--- src/rtl/mem_stage_if.sv ---
// mem_stage_if: data-memory req/ack port; master = mem_stage, slave = memory
`ifndef ADD_ALU
`define ADD_ALU 4'd0
`endif
`ifndef LW_ALU
`define LW_ALU 4'd10
`endif
`ifndef SW_ALU
`define SW_ALU 4'd11
`endif
interface mem_stage_if;
  logic        req;
  logic        we;
  logic [31:0] addr;
  logic [31:0] wdata;
  logic [31:0] rdata;
  logic        ack;
  modport master (output req, we, addr, wdata, input rdata, ack);
  modport slave (input req, we, addr, wdata, output rdata, ack);
endinterface

--- src/rtl/mem_stage.sv ---
// mem_stage: RV32 MEM stage; EX bundle in, dmem req/ack port (dmem), one-cycle WB pulse out, fault on misalign/timeout
module mem_stage #(
  parameter int TIMEOUT = 16,
  parameter int CNT_W   = 5
) (
  input  logic               clk,
  input  logic               reset,
  input  logic               valid_ex,
  input  logic [3:0]         alu_op_ex,
  input  logic [31:0]        mem_addr_ex,
  input  logic [31:0]        store_data_ex,
  input  logic [31:0]        rd_data_ex,
  input  logic [4:0]         rd_addr_ex,
  input  logic               rd_we_ex,
  input  logic [31:0]        inst_ex,
  output logic               mem_ready,
  mem_stage_if.master        dmem,
  output logic               wb_valid,
  output logic [4:0]         wb_rd_addr,
  output logic               wb_rd_we,
  output logic [31:0]        wb_rd_data,
  output logic [31:0]        wb_inst,
  output logic               mem_fault
);
  typedef enum logic {IDLE, ACCESS} state_t;
  localparam logic             TO_EN = TIMEOUT != 0;
  localparam logic [CNT_W-1:0] LAST  = CNT_W'(TIMEOUT - 1);
  state_t           state, state_d;
  logic [CNT_W-1:0] wait_cnt, cnt_d;
  logic             we_q, we_d;
  logic [31:0]      addr_q, addr_d, wdata_q, wdata_d;
  logic             wb_valid_d, wb_we_d, fault_d;
  logic [4:0]       wb_addr_d;
  logic [31:0]      wb_data_d, wb_inst_d;
  logic [4:0]       lat_addr, lat_addr_d;
  logic             lat_we, lat_we_d;
  logic [31:0]      lat_inst, lat_inst_d;
  logic             accept, is_sw, is_mem, misalign, timeout_hit;
  assign mem_ready   = (state == IDLE) && !reset;
  assign accept      = valid_ex && mem_ready;
  assign is_sw       = alu_op_ex == `SW_ALU;
  assign is_mem      = is_sw || alu_op_ex == `LW_ALU;
  assign misalign    = |mem_addr_ex[1:0];
  assign timeout_hit = TO_EN && wait_cnt == LAST;
  assign dmem.req    = state == ACCESS;
  assign dmem.we     = we_q;
  assign dmem.addr   = addr_q;
  assign dmem.wdata  = wdata_q;
  always_comb begin
    state_d    = state;
    cnt_d      = wait_cnt;
    we_d       = we_q;
    addr_d     = addr_q;
    wdata_d    = wdata_q;
    wb_valid_d = 1'b0;
    fault_d    = 1'b0;
    wb_addr_d  = wb_rd_addr;
    wb_we_d    = wb_rd_we;
    wb_data_d  = wb_rd_data;
    wb_inst_d  = wb_inst;
    lat_addr_d = lat_addr;
    lat_we_d   = lat_we;
    lat_inst_d = lat_inst;
    if (state == IDLE) begin
      if (accept && is_mem && !misalign) begin
        state_d    = ACCESS;
        cnt_d      = '0;
        we_d       = is_sw;
        addr_d     = mem_addr_ex;
        wdata_d    = is_sw ? store_data_ex : 32'd0;
        lat_addr_d = rd_addr_ex;
        lat_we_d   = rd_we_ex;
        lat_inst_d = inst_ex;
      end else if (accept) begin
        wb_valid_d = 1'b1;
        fault_d    = is_mem;
        wb_addr_d  = rd_addr_ex;
        wb_we_d    = !is_mem && rd_we_ex && rd_addr_ex != 5'd0;
        wb_data_d  = is_mem ? 32'd0 : rd_data_ex;
        wb_inst_d  = inst_ex;
      end
    end else if (dmem.ack || timeout_hit) begin
      state_d    = IDLE;
      wb_valid_d = 1'b1;
      fault_d    = !dmem.ack;
      wb_addr_d  = lat_addr;
      wb_we_d    = dmem.ack && !we_q && lat_we && lat_addr != 5'd0;
      wb_data_d  = dmem.ack && !we_q ? dmem.rdata : 32'd0;
      wb_inst_d  = lat_inst;
    end else begin
      cnt_d = &wait_cnt ? wait_cnt : wait_cnt + 1'b1;
    end
  end
  always_ff @(posedge clk) begin
    if (reset) begin
      state      <= IDLE;
      wait_cnt   <= '0;
      we_q       <= 1'b0;
      addr_q     <= '0;
      wdata_q    <= '0;
      wb_valid   <= 1'b0;
      mem_fault  <= 1'b0;
      wb_rd_addr <= '0;
      wb_rd_we   <= 1'b0;
      wb_rd_data <= '0;
      wb_inst    <= '0;
      lat_addr   <= '0;
      lat_we     <= 1'b0;
      lat_inst   <= '0;
    end else begin
      state      <= state_d;
      wait_cnt   <= cnt_d;
      we_q       <= we_d;
      addr_q     <= addr_d;
      wdata_q    <= wdata_d;
      wb_valid   <= wb_valid_d;
      mem_fault  <= fault_d;
      wb_rd_addr <= wb_addr_d;
      wb_rd_we   <= wb_we_d;
      wb_rd_data <= wb_data_d;
      wb_inst    <= wb_inst_d;
      lat_addr   <= lat_addr_d;
      lat_we     <= lat_we_d;
      lat_inst   <= lat_inst_d;
    end
  end
endmodule

--- src/flat_wrapper.sv ---
// flat-port wrapper written by rule: the top's interface ports become plain ports
module mem_stage_flat 
#(
  parameter int TIMEOUT = 16,
  parameter int CNT_W   = 5
)
  (clk, reset, valid_ex, alu_op_ex, mem_addr_ex, store_data_ex, rd_data_ex, rd_addr_ex, rd_we_ex, inst_ex, mem_ready, wb_valid, wb_rd_addr, wb_rd_we, wb_rd_data, wb_inst, mem_fault, dmem_req, dmem_we, dmem_addr, dmem_wdata, dmem_rdata, dmem_ack);
  mem_stage_if dmem_i ();
  input  logic clk;
  input  logic reset;
  input  logic valid_ex;
  input  logic [3:0] alu_op_ex;
  input  logic [31:0] mem_addr_ex;
  input  logic [31:0] store_data_ex;
  input  logic [31:0] rd_data_ex;
  input  logic [4:0] rd_addr_ex;
  input  logic rd_we_ex;
  input  logic [31:0] inst_ex;
  output logic mem_ready;
  output logic wb_valid;
  output logic [4:0] wb_rd_addr;
  output logic wb_rd_we;
  output logic [31:0] wb_rd_data;
  output logic [31:0] wb_inst;
  output logic mem_fault;
  output wire logic [$bits(dmem_i.req)-1:0] dmem_req;
  output wire logic [$bits(dmem_i.we)-1:0] dmem_we;
  output wire logic [$bits(dmem_i.addr)-1:0] dmem_addr;
  output wire logic [$bits(dmem_i.wdata)-1:0] dmem_wdata;
  input wire logic [$bits(dmem_i.rdata)-1:0] dmem_rdata;
  input wire logic [$bits(dmem_i.ack)-1:0] dmem_ack;
  assign dmem_req = dmem_i.req;
  assign dmem_we = dmem_i.we;
  assign dmem_addr = dmem_i.addr;
  assign dmem_wdata = dmem_i.wdata;
  assign dmem_i.rdata = dmem_rdata;
  assign dmem_i.ack = dmem_ack;
  mem_stage #(.TIMEOUT(TIMEOUT), .CNT_W(CNT_W)) u_core (.clk(clk), .reset(reset), .valid_ex(valid_ex), .alu_op_ex(alu_op_ex), .mem_addr_ex(mem_addr_ex), .store_data_ex(store_data_ex), .rd_data_ex(rd_data_ex), .rd_addr_ex(rd_addr_ex), .rd_we_ex(rd_we_ex), .inst_ex(inst_ex), .mem_ready(mem_ready), .dmem(dmem_i), .wb_valid(wb_valid), .wb_rd_addr(wb_rd_addr), .wb_rd_we(wb_rd_we), .wb_rd_data(wb_rd_data), .wb_inst(wb_inst), .mem_fault(mem_fault));
endmodule
--- config.mk ---
export PLATFORM = sky130hd
export DESIGN_NAME = mem_stage_flat
export DESIGN_NICKNAME = d
export VERILOG_FILES = /design/src/rtl/mem_stage_if.sv /design/src/rtl/mem_stage.sv /design/src/flat_wrapper.sv
export SDC_FILE = /design/constraint.sdc
export NUM_CORES = 1
export LEC_CHECK = 0
export ABC_CLOCK_PERIOD_IN_PS = 2370
export CAP_MARGIN = 10
export CORE_MARGIN = 4
export CORE_UTILIZATION = 36
export DETAILED_ROUTE_END_ITERATION = 7
export PLACE_DENSITY = 0.7
export SYNTH_ARGS = -nofsm -noshare
export SYNTH_HDL_FRONTEND = slang
export SYNTH_SLANG_ARGS = --single-unit
--- constraint.sdc ---
create_clock -name clk -period 2.37 [get_ports clk]
set_clock_uncertainty 0.1 [all_clocks]
set_input_delay 0.237 -clock clk [delete_from_list [all_inputs] [get_ports clk]]
set_output_delay 0.237 -clock clk [all_outputs]
set_load 0.01 [all_outputs]
==> flow_summary.toml <==
[worst_setup_path]
ff2ff_path_depth = 6
ff2ff_setup_slack_ns = 0.15
cp_cell_sequence = "ha_1 -> and3_1 -> ha_1 -> or4b_2 -> a31oi_1 -> nor2_1"
startpoint_type = "register"
critPathCaptureType = "register"
timing.rr.start = "u_core.wait_cnt[0]$_SDFFE_PP0P_"
crit_arrival_ns = 2.38
worst_path_max_delay_cell = "or4b_2"
cpPeakStageDelay_ns = 0.69
crit_fanout = 6
worst_r2r_endpoint = "u_core.wait_cnt[4]$_SDFFE_PP0P_"
worst-setup-path-type = "reg -> reg"
cp_common_cell = "ha_1"
required_ns = 2.54

[finish]
syn_to_final_growth_pct = 54.9
final.fill_count = 1750
layout.nets = 1277
fin_area_mm2 = 0.0113
drive_above_1_share = 0.0881
antennaDiodeCount = 0

[clocking]
cts_resized = 0
clk_pin_slew_worst_paths_ns = 0.08
insertion_delay_ns = 0.41
cts_max_path_buffers = 2
clockRootBuffer = "clkbuf_16"
cts_tree = "yes"
cts.sinks = 181
postCtsHoldBufs = 0
cts_inserted_buffers = 17
htreeDepth = 4
cts_setup_buffers = 0

[yosys]
synth_area_leaders = "dfxtp_1 50%, nand2_1 9.0%, a21oi_1 7.2%"
synth-edff-count = 0
yosys_warnings = 0
synth_seq_cells = 181
synth_most_common_cell = "dfxtp_1"
async_flop_share = 0
synth_area_mm2 = 0.00729
syn_inst = 827
synth_top_area_cell = "dfxtp_1"
synth_area_per_cell_um2 = 8.82
ys_seq_area_frac = 0.497
synth.top_cell.area_share = 0.497
syn_nets = 1004
synthTopCellsByCount = "181 x dfxtp_1, 175 x nand2_1, 105 x a21oi_1"
synth.distinct_cells = 39
synth-main-ff-cell = "dfxtp_1"

[sta]
worst_slew_pin_slew_ns = 0.926
post-route-period-util = 0.935
relSlewSlack = 0.383
setup_violations = 0
slew_violations = 0
fmax_ghz = 0.451
fin_ws_ns = 0.155
finalCriticalPeriod_ns = 2.22
tns_ns = 0
grt_setup_unrepaired = "yes"
hold_viol = 0

[floorplan]
die_y_um = 150
io_pins = 313
die_w_um = 150
num_rows = 51
start_util = 0.370
dieArea_mm2 = 0.0226
design.core.area_mm2 = 0.0197

[min_path]
whs_path_depth = 3
hold_end = "u_core.dmem.addr[31]$_SDFFE_PP0P_"
min_from = "mem_addr_ex[31]"
hp-class = "in -> reg"

[global_routing]
grt_max_degree = 183
grt_pass1_wl_mm = 36.7
track_usage = 0.202
antenna_found_initial = 1
grt_pass1_vias = 6816
grt_remaining_overflow = 0

[place]
hpwl_mm = 16.2
dpl_cell_area_mm2 = 0.0107
pre_cts_slack_ns = 0.179
portBuffers = 312
gp_congestion = 0.801

[power_and_ir_drop]
p_leak_nw = 3.83
ir_drop_uv = 502
p_total_mw = 6.83
p_per_area_mw_per_mm2 = 604

[detailed_routing]
wl_per_cell_um = 17.2
first_pass_iters = 5
route.detailed.drc = 0
via_count = 7088
wl_mm = 23.7
viasPerCell = 5.14
ant_nets = 0
drtIter0Drc = 417

[run]
cap_violations = 0

[status]
outcome = "finished clean"
## power by group
part / total [mW] / leakage [nW] / internal, mW / switching, mW
registers: 3.18 / 1.47 / 3.13 / 0.0469
clock network: 2.78 / 0.287 / 1.46 / 1.32
logic: 0.865 / 2.07 / 0.517 / 0.348
total: 6.83 / 3.83 / 5.11 / 1.72
## cell usage in the layout (no fill, tap or decap), types with 2 or more instances in the layout
cell type / Yosys / routed
a31oi_1: 2 / 2
dfxtp_1: 181 / 180
nand3_1: 36 / 35
and3b_1: 2 / 2
mux2i_1: 37 / 37
inv_8: 0 / 7
a222oi_1: 32 / 32
inv_1: 33 / 33
nor3b_1: 2 / 2
a21oi_1: 105 / 105
clkbuf_16: 0 / 17
a211oi_2: 29 / 29
a211oi_1: 3 / 3
buf_12: 0 / 9
nor2_1: 45 / 44
clkinv_4: 0 / 4
nand2_1: 175 / 175
ha_1: 3 / 3
clkdlybuf4s50_1: 0 / 311
a221oi_1: 38 / 38
clkbuf_8: 0 / 2
buf_4: 0 / 16
## metal layers
layer / part of all wire / track usage / wire length, um / vias up
met2: 0.47 / 0.328 / 11200 / 239
met4: 0.015 / 0.0576 / 359 / 2
li1: - / - / - / 3459
met5: 0.00051 / 0 / 12 / -
met3: 0.087 / 0.0680 / 2070 / 21
met1: 0.43 / 0.257 / 10100 / 3367
## worst max path at each step
stage / end / depth (start not counted) / start
after floorplan: u_core.wb_inst[14]$_SDFFE_PP0P_ / 8 / u_core.wait_cnt[0]$_SDFFE_PP0P_
after global placement: u_core.wait_cnt[4]$_SDFFE_PP0P_ / 7 / valid_ex
after detailed placement: u_core.wb_rd_addr[2]$_SDFFE_PP0P_ / 7 / u_core.wait_cnt[0]$_SDFFE_PP0P_
after CTS: u_core.wb_rd_addr[2]$_SDFFE_PP0P_ / 7 / u_core.wait_cnt[0]$_SDFFE_PP0P_
after global routing: u_core.wb_rd_data[31]$_SDFFE_PP0P_ / 7 / u_core.wait_cnt[0]$_SDFFE_PP0P_
final: u_core.wait_cnt[4]$_SDFFE_PP0P_ / 6 / u_core.wait_cnt[0]$_SDFFE_PP0P_
## layout make-up
cell class	instances	area, um2	share of cell area
sequential	181	3620	0.321
clock inverter	13	130	0.0115
clock buffer	19	453	0.0401
multi-input combinational	530	3210	0.284
inverter	33	124	0.0110
tap	265	332	0.0293
timing repair buffer	337	3420	0.303
## critical path, delay by kind of cell (launching register included)
kind,cells,cell delay [ns]
simple gates,3,0.95
flops,1,0.33
fa+ha+maj,2,0.50
compound gates,1,0.20
## metrics by stage
step	utilization	instances	hold WS, ns
finish	0.573	1378	0.263
global placement	0.543	1346	0.336
detailed placement	0.543	1346	0.343
floorplan	-	827	0.277
global route	0.573	1378	0.247
CTS	0.573	1378	0.238
## state kept, by name (all words and copies together), names as in the netlist
name / cells
u_core.dmem.addr: 32
u_core.dmem.wdata: 32
u_core.lat_inst: 32
u_core.wb_inst: 32
u_core.wb_rd_data: 32
u_core.lat_addr: 5
u_core.wait_cnt: 5
u_core.wb_rd_addr: 5
u_core.dmem.req: 1
u_core.dmem.we: 1
u_core.lat_we: 1
u_core.mem_fault: 1
u_core.wb_rd_we: 1
u_core.wb_valid: 1
## cells by family after synthesis
family                     synth area share
buffers and inverters                0.0664
and+or+nand+nor                       0.159
DFF                                   0.497
muxes                                0.0508
adders and majority gates           0.00515
AOI/OAI and AO/OA                     0.222
No activity file was read; power rests on OpenSTA's default activity.
